## src/rtl/tag_ram_ctrl_if.sv

```systemverilog
// Cache-side and tag-RAM-side signal bundle for tag_ram_ctrl.
// The slave modport is the controller; the master modport is the cache pipeline plus the RAM.
interface tag_ram_ctrl_if #(
    parameter int IDX_W = 8,
    parameter int TAG_W = 20
);
    logic                lookup_valid_i;
    logic [31:0]         lookup_addr_i;
    logic                lookup_ready_o;
    logic                hit_valid_o;
    logic                hit_o;
    logic                hit_dirty_o;
    logic [TAG_W-1:0]    hit_tag_o;
    logic                upd_valid_i;
    logic [IDX_W-1:0]    upd_idx_i;
    logic [TAG_W+1:0]    upd_data_i;
    logic                upd_ready_o;
    logic                inv_all_i;
    logic                busy_o;
    logic                ram_cen_o;
    logic                ram_wen_o;
    logic [IDX_W-1:0]    ram_a_o;
    logic [TAG_W+1:0]    ram_d_o;
    logic [TAG_W+1:0]    ram_q_i;

    modport slave (
        input  lookup_valid_i, lookup_addr_i, upd_valid_i, upd_idx_i, upd_data_i,
               inv_all_i, ram_q_i,
        output lookup_ready_o, hit_valid_o, hit_o, hit_dirty_o, hit_tag_o,
               upd_ready_o, busy_o, ram_cen_o, ram_wen_o, ram_a_o, ram_d_o
    );

    modport master (
        output lookup_valid_i, lookup_addr_i, upd_valid_i, upd_idx_i, upd_data_i,
               inv_all_i, ram_q_i,
        input  lookup_ready_o, hit_valid_o, hit_o, hit_dirty_o, hit_tag_o,
               upd_ready_o, busy_o, ram_cen_o, ram_wen_o, ram_a_o, ram_d_o
    );
endinterface

```

## src/rtl/tag_ram_ctrl.sv

```systemverilog
// Tag RAM front end: arbitrates updates over lookups, compares the returned tag one
// cycle later, and clears every entry with a full sweep after reset or on request.
module tag_ram_ctrl #(
    parameter int IDX_W = 8,
    parameter int TAG_W = 20,
    parameter int OFS_W = 4
) (
    input  logic          clk,
    input  logic          rst,
    tag_ram_ctrl_if.slave bus
);
    localparam int               WORD_W   = TAG_W + 2;
    localparam logic [IDX_W-1:0] LAST_IDX = '1;
    localparam logic [IDX_W-1:0] ONE_IDX  = IDX_W'(1);

    typedef enum logic {SWEEP, RUN} state_t;

    state_t             r_state;
    logic [IDX_W-1:0]   r_sweep_cnt;
    logic               r_vld_p1;
    logic [TAG_W-1:0]   r_req_tag_p1;

    logic               w_run;
    logic               w_sweep_wr;
    logic               w_inv;
    logic               w_upd_rdy;
    logic               w_lkp_rdy;
    logic               w_upd_acc;
    logic               w_lkp_acc;
    logic [TAG_W-1:0]   w_lkp_tag;
    logic [IDX_W-1:0]   w_lkp_idx;
    logic               w_unused_ofs;

    function automatic logic tag_hit(input logic [WORD_W-1:0] word,
                                     input logic [TAG_W-1:0]  tag);
        return word[WORD_W-1] && (word[TAG_W-1:0] == tag);
    endfunction

    assign w_lkp_tag    = bus.lookup_addr_i[OFS_W+IDX_W +: TAG_W];
    assign w_lkp_idx    = bus.lookup_addr_i[OFS_W +: IDX_W];
    assign w_unused_ofs = ^bus.lookup_addr_i[OFS_W-1:0];

    // Priority: invalidate request, then update, then lookup; all gated off while rst is high.
    assign w_run      = !rst && (r_state == RUN);
    assign w_sweep_wr = !rst && (r_state == SWEEP);
    assign w_inv      = w_run && bus.inv_all_i;
    assign w_upd_rdy  = w_run && !bus.inv_all_i;
    assign w_lkp_rdy  = w_upd_rdy && !bus.upd_valid_i;
    assign w_upd_acc  = w_upd_rdy && bus.upd_valid_i;
    assign w_lkp_acc  = w_lkp_rdy && bus.lookup_valid_i;

    assign bus.upd_ready_o    = w_upd_rdy;
    assign bus.lookup_ready_o = w_lkp_rdy;
    assign bus.busy_o         = rst || (r_state == SWEEP);

    always_comb begin
        bus.ram_cen_o = 1'b0;
        bus.ram_wen_o = 1'b0;
        bus.ram_a_o   = '0;
        bus.ram_d_o   = '0;
        if (w_sweep_wr) begin
            bus.ram_cen_o = 1'b1;
            bus.ram_wen_o = 1'b1;
            bus.ram_a_o   = r_sweep_cnt;
        end else if (w_upd_acc) begin
            bus.ram_cen_o = 1'b1;
            bus.ram_wen_o = 1'b1;
            bus.ram_a_o   = bus.upd_idx_i;
            bus.ram_d_o   = bus.upd_data_i;
        end else if (w_lkp_acc) begin
            bus.ram_cen_o = 1'b1;
            bus.ram_a_o   = w_lkp_idx;
        end
    end

    always_ff @(posedge clk) begin
        if (rst) begin
            r_state     <= SWEEP;
            r_sweep_cnt <= '0;
            r_vld_p1    <= 1'b0;
        end else begin
            r_vld_p1 <= w_lkp_acc;
            case (r_state)
                SWEEP: begin
                    r_sweep_cnt <= r_sweep_cnt + ONE_IDX;
                    if (r_sweep_cnt == LAST_IDX) r_state <= RUN;
                end
                RUN: begin
                    if (w_inv) begin
                        r_state     <= SWEEP;
                        r_sweep_cnt <= '0;
                    end
                end
                default: r_state <= SWEEP;
            endcase
        end
    end

    // Stage p1: RAM word returns; compare against the tag captured at accept.
    always_ff @(posedge clk) begin
        if (w_lkp_acc) r_req_tag_p1 <= w_lkp_tag;
    end

    assign bus.hit_valid_o = r_vld_p1;
    assign bus.hit_o       = r_vld_p1 && tag_hit(bus.ram_q_i, r_req_tag_p1);
    assign bus.hit_dirty_o = r_vld_p1 && bus.ram_q_i[TAG_W];
    assign bus.hit_tag_o   = bus.ram_q_i[TAG_W-1:0];
endmodule
```

## src/flat_wrapper.sv

```systemverilog
// flat-port wrapper written by rule: the top's interface ports become plain ports
module tag_ram_ctrl_flat 
#(
    parameter int IDX_W = 8,
    parameter int TAG_W = 20,
    parameter int OFS_W = 4
)
  (clk, rst, bus_lookup_valid_i, bus_lookup_addr_i, bus_upd_valid_i, bus_upd_idx_i, bus_upd_data_i, bus_inv_all_i, bus_ram_q_i, bus_lookup_ready_o, bus_hit_valid_o, bus_hit_o, bus_hit_dirty_o, bus_hit_tag_o, bus_upd_ready_o, bus_busy_o, bus_ram_cen_o, bus_ram_wen_o, bus_ram_a_o, bus_ram_d_o);
  tag_ram_ctrl_if #(.IDX_W(IDX_W), .TAG_W(TAG_W)) bus_i ();
  input  logic clk;
  input  logic rst;
  input wire logic [$bits(bus_i.lookup_valid_i)-1:0] bus_lookup_valid_i;
  input wire logic [$bits(bus_i.lookup_addr_i)-1:0] bus_lookup_addr_i;
  input wire logic [$bits(bus_i.upd_valid_i)-1:0] bus_upd_valid_i;
  input wire logic [$bits(bus_i.upd_idx_i)-1:0] bus_upd_idx_i;
  input wire logic [$bits(bus_i.upd_data_i)-1:0] bus_upd_data_i;
  input wire logic [$bits(bus_i.inv_all_i)-1:0] bus_inv_all_i;
  input wire logic [$bits(bus_i.ram_q_i)-1:0] bus_ram_q_i;
  output wire logic [$bits(bus_i.lookup_ready_o)-1:0] bus_lookup_ready_o;
  output wire logic [$bits(bus_i.hit_valid_o)-1:0] bus_hit_valid_o;
  output wire logic [$bits(bus_i.hit_o)-1:0] bus_hit_o;
  output wire logic [$bits(bus_i.hit_dirty_o)-1:0] bus_hit_dirty_o;
  output wire logic [$bits(bus_i.hit_tag_o)-1:0] bus_hit_tag_o;
  output wire logic [$bits(bus_i.upd_ready_o)-1:0] bus_upd_ready_o;
  output wire logic [$bits(bus_i.busy_o)-1:0] bus_busy_o;
  output wire logic [$bits(bus_i.ram_cen_o)-1:0] bus_ram_cen_o;
  output wire logic [$bits(bus_i.ram_wen_o)-1:0] bus_ram_wen_o;
  output wire logic [$bits(bus_i.ram_a_o)-1:0] bus_ram_a_o;
  output wire logic [$bits(bus_i.ram_d_o)-1:0] bus_ram_d_o;
  assign bus_i.lookup_valid_i = bus_lookup_valid_i;
  assign bus_i.lookup_addr_i = bus_lookup_addr_i;
  assign bus_i.upd_valid_i = bus_upd_valid_i;
  assign bus_i.upd_idx_i = bus_upd_idx_i;
  assign bus_i.upd_data_i = bus_upd_data_i;
  assign bus_i.inv_all_i = bus_inv_all_i;
  assign bus_i.ram_q_i = bus_ram_q_i;
  assign bus_lookup_ready_o = bus_i.lookup_ready_o;
  assign bus_hit_valid_o = bus_i.hit_valid_o;
  assign bus_hit_o = bus_i.hit_o;
  assign bus_hit_dirty_o = bus_i.hit_dirty_o;
  assign bus_hit_tag_o = bus_i.hit_tag_o;
  assign bus_upd_ready_o = bus_i.upd_ready_o;
  assign bus_busy_o = bus_i.busy_o;
  assign bus_ram_cen_o = bus_i.ram_cen_o;
  assign bus_ram_wen_o = bus_i.ram_wen_o;
  assign bus_ram_a_o = bus_i.ram_a_o;
  assign bus_ram_d_o = bus_i.ram_d_o;
  tag_ram_ctrl #(.IDX_W(IDX_W), .TAG_W(TAG_W), .OFS_W(OFS_W)) u_core (.clk(clk), .rst(rst), .bus(bus_i));
endmodule
```

## config.mk

```make
export PLATFORM = sky130hd
export DESIGN_NAME = tag_ram_ctrl_flat
export DESIGN_NICKNAME = d
export VERILOG_FILES = /design/src/rtl/tag_ram_ctrl_if.sv /design/src/rtl/tag_ram_ctrl.sv /design/src/flat_wrapper.sv
export SDC_FILE = /design/constraint.sdc
export NUM_CORES = 1
export LEC_CHECK = 0
export CAP_MARGIN = 20
export CELL_PAD_IN_SITES_DETAIL_PLACEMENT = 0
export CELL_PAD_IN_SITES_GLOBAL_PLACEMENT = 1
export CORE_MARGIN = 3
export CORE_UTILIZATION = 24
export CTS_CLUSTER_DIAMETER = 40
export DETAILED_ROUTE_END_ITERATION = 12
export GPL_ROUTABILITY_DRIVEN = 0
export PLACE_DENSITY = 0.84
export SLEW_MARGIN = 5
export SYNTH_ARGS = -nofsm -noshare
export SYNTH_HDL_FRONTEND = slang
export SYNTH_SLANG_ARGS = --single-unit
export TNS_END_PERCENT = 100
```

## constraint.sdc

```tcl
create_clock -name clk -period 5.9 [get_ports clk]
set_clock_uncertainty 0.15 [all_clocks]
set_input_delay 1.475 -clock clk [delete_from_list [all_inputs] [get_ports clk]]
set_output_delay 1.475 -clock clk [all_outputs]
set_load 0.005 [all_outputs]
```

==> summary.md <==
| Metric | Value |
|---|---|
| Reg2reg end | u_core.r_req_tag_p1[1]$_DFFE_PN_ |
| Synth Area in Adders | 0.7013% |
| CTS buffer count | 5 |
| Endpoints failing setup | 0 |
| Post-synthesis compound-gate area fraction | 9.327% |
| Post-synth top area cell | edfxtp_1 |
| Post-CTS Setup Bufs | 0 |
| Pwr Density | 148.0 nW/µm² |
| XOR/XNOR share of the synthesized area | 10.80% |
| Worst-path cell chain | clkdlybuf4s50_1 -> or3b_4 -> inv_1 -> buf_4 -> and3_1 -> clkdlybuf4s50_1 |
| MaxCap Viol Count | 0 |
| First-pass GRT wire length | 8397 µm |
| Largest net degree at the start of global routing | 26 |
| Setup crit start | rst |
| Die area | 8505 µm² |
| Via count | 1711 |
| Syn avg cell area | 10.02 µm² |
| Final Max Slew Viols | 0 |
| DRT Wirelength | 5363 µm |
| Status | finished clean |
| Async S/R FF share, synth | 0% |
| Layout fillers | 680 |
| CTS Hold Bufs | 0 |
| Number of buffers added on ports | 142 |
| WP data required | 4.28 ns |
| Fmax | 190.5 MHz |
| Post-synth top cells | 22 x and3_1, 20 x buf_4, 20 x edfxtp_1, 13 x xnor2_1, 11 x nand2_1 |
| Clock Path Buffers | 2 |
| Setup crit end kind | primary output |
| R2r setup slk | 3.80 ns |
| Total track usage | 12.25% |
| Ranking of synthesized cells by area | edfxtp_1 34%, dfxtp_1 11%, buf_4 8.4%, and3_1 7.7%, xnor2_1 6.4% |
| Synth Area in Simple Gates | 21.67% |
| CP Class | primary input to primary output |
| Final Net Count | 392 |
| Tmin final | 5.250 ns |
| Mux contribution to synthesized area | 0.6311% |
| Routed Antenna Nets | 0 |
| Starting Density | 25.56% |
| IO Pins | 147 |
| Post-synth top area share | 33.66% |
| Yosys reg bits | 30 |
| Crit path DAT | 3.63 ns |
| Final worst-path cycle share | 88.98% |
| Crit-path slowest cell | clkdlybuf4s50_1 |
| Root Buffer Master | clkbuf_8 |
| CTS tree | built |
| Synth warn | 0 |
| Worst vdd ir | 0.05888 mV |
| Clock Sinks | 30 |
| Most frequent cell after synthesis | and3_1 |
| Clk_lat worst skew | 0.27 ns |
| Hold Crit Endpoint | u_core.r_sweep_cnt[3]$_SDFFE_PP0P_ |
| Number of flops mapped to enable cells by yosys | 20 |
| Routed vias/inst | 4.288 |
| Overall Power | 0.0004784 W |
| Die width | 92.22 µm |
| Syn_nets | 268 |
| Post-CTS Resized | 0 |
| Largest family of logic cells by synthesized area | simple AND/OR/NAND/NOR gates |
| Reg2Reg Launch Point | u_core.r_state$_SDFF_PP0_ |
| Min-Delay Startpoint | u_core.r_sweep_cnt[3]$_SDFFE_PP0P_ |
| Min-delay worst type | flop to flop |
| Drt pass-1 iters | 4 |
| Remaining DRCs | 0 |
| Yosys cell types | 38 |
| Mapped Cells | 178 |
| Vias in the first global route | 1694 |
| Initial antenna violation count | 0 |
| Die Span Y | 92.22 µm |
| Hold Path Depth | 2 |
| Ant. Diodes | 0 |
| Crit-path max FO | 25 |
| GRT overflow | 0 |
| CP max stage delay | 0.56 ns |
| Layout cells sized above 1 | 4.620% |
| Most common cell on crit path | clkdlybuf4s50_1 |
| Post-synthesis sequential area ratio | 44.88% |
| Ys flop type | edfxtp_1 |
| R2r worst-path depth | 3 |
| Htree depth | 2 |
| Pleak | 1.208 nW |
| Setup TNS Final | 0 ns |
| Clock slew at reported path FFs | 0.06 ns |
| Row cnt | 30 |
| RSZ-0062 raised after global routing | no |
| Core area | 6982 µm² |
| Area grow syn2layout | 81.21% |
| Synthesized area | 1784 µm² |
| CP startpoint kind | primary input |
| Hold violation count in the final report | 0 |
| DP Wirelength | 4379 µm |
| Worst Max-Slew Pin Slew | 0.4162 ns |
| Relative slew slack | 72.19% |
| Iteration-0 DRC Markers | 26 |
| Drt wl/cell | 13.44 µm |
## critical path, delay by kind of cell
kind | cells | cell delay (ns)
buf+inv | 4 | 1.40
simple gates | 2 | 0.74
## worst max-delay path by stage
stage	to	slack (ns)	depth (start not counted)
5_1_grt	bus_ram_d_o[8]	0.55	6
6_report	bus_ram_d_o[5]	0.65	6
3_3_place_gp	bus_ram_d_o[5]	0.64	6
4_1_cts	bus_ram_d_o[20]	0.64	6
3_5_place_dp	bus_ram_d_o[20]	0.65	6
2_1_floorplan	bus_ram_a_o[2]	1.20	6
## registers in the layout, summed over array words and instances (netlist names)
name,cells
u_core.r_sweep_cnt,8
u_core.bus.hit_valid_o,1
u_core.r_state,1
u_core.r_req_tag_p1,20
## cell usage in the layout (no fill, tap or decap), types with 5 or more instances in the layout
cell / count
a22oi_1: 6
and3_1: 22
clkdlybuf4s50_1: 142
nand2_1: 11
clkbuf_8: 5
a21oi_1: 5
xor2_1: 9
nor2_1: 9
dfxtp_1: 10
xnor2_1: 13
edfxtp_1: 20
o21ai_0: 7
## per-layer routing
| metal | up-vias | wire [µm] | GRT usage, % |
|---|---|---|---|
| li1 | 875 | - | - |
| met4 | 0 | 6 | 1.856 |
| met2 | 77 | 2670 | 21.23 |
| met5 | - | 0 | 0 |
| met1 | 757 | 2215 | 14.31 |
| met3 | 2 | 471 | 5.250 |
## power breakdown
part | leakage [nW] | switching (W) | internal, W
clock network | 0.0395 | 0.0000683 | 0.0000836
logic | 0.908 | 0.0000254 | 0.0000726
registers | 0.261 | 0.00000293 | 0.000226
## kinds of logic (layout without fill, tap and decap cells)
family          after synthesis  count (layout)
buf+inv                      32             157
mux                           1               1
simple gates                 67              67
fa+ha+maj                     1               1
flops                        30              30
compound gates               25              25
xor+xnor                     22              22
## through the flow
stage	area, µm²	utilization, %	setup WS (ns)	instances	hold slack, ns
finish	3233	46.31	0.6499	399	0.3763
global route	3233	46.31	0.5460	399	0.4051
CTS	3233	46.31	0.6449	399	0.3746
detailed placement	3153	45.16	0.6451	391	0.3597
global placement	3153	45.16	0.6395	391	0.3447
floorplan	1784	-	1.197	178	0.3137
## cell type report
type | instances | area [µm²] | share of cell area (%)
Sequential cell | 30 | 800.8 | 24.77
Clock buffer | 8 | 80.08 | 2.477
Inverter | 3 | 11.26 | 0.3483
Tap cell | 96 | 120.1 | 3.715
Multi-Input combinational cell | 116 | 769.5 | 23.80
Timing Repair Buffer | 146 | 1451 | 44.89
(Power assumes the default switching activity.)
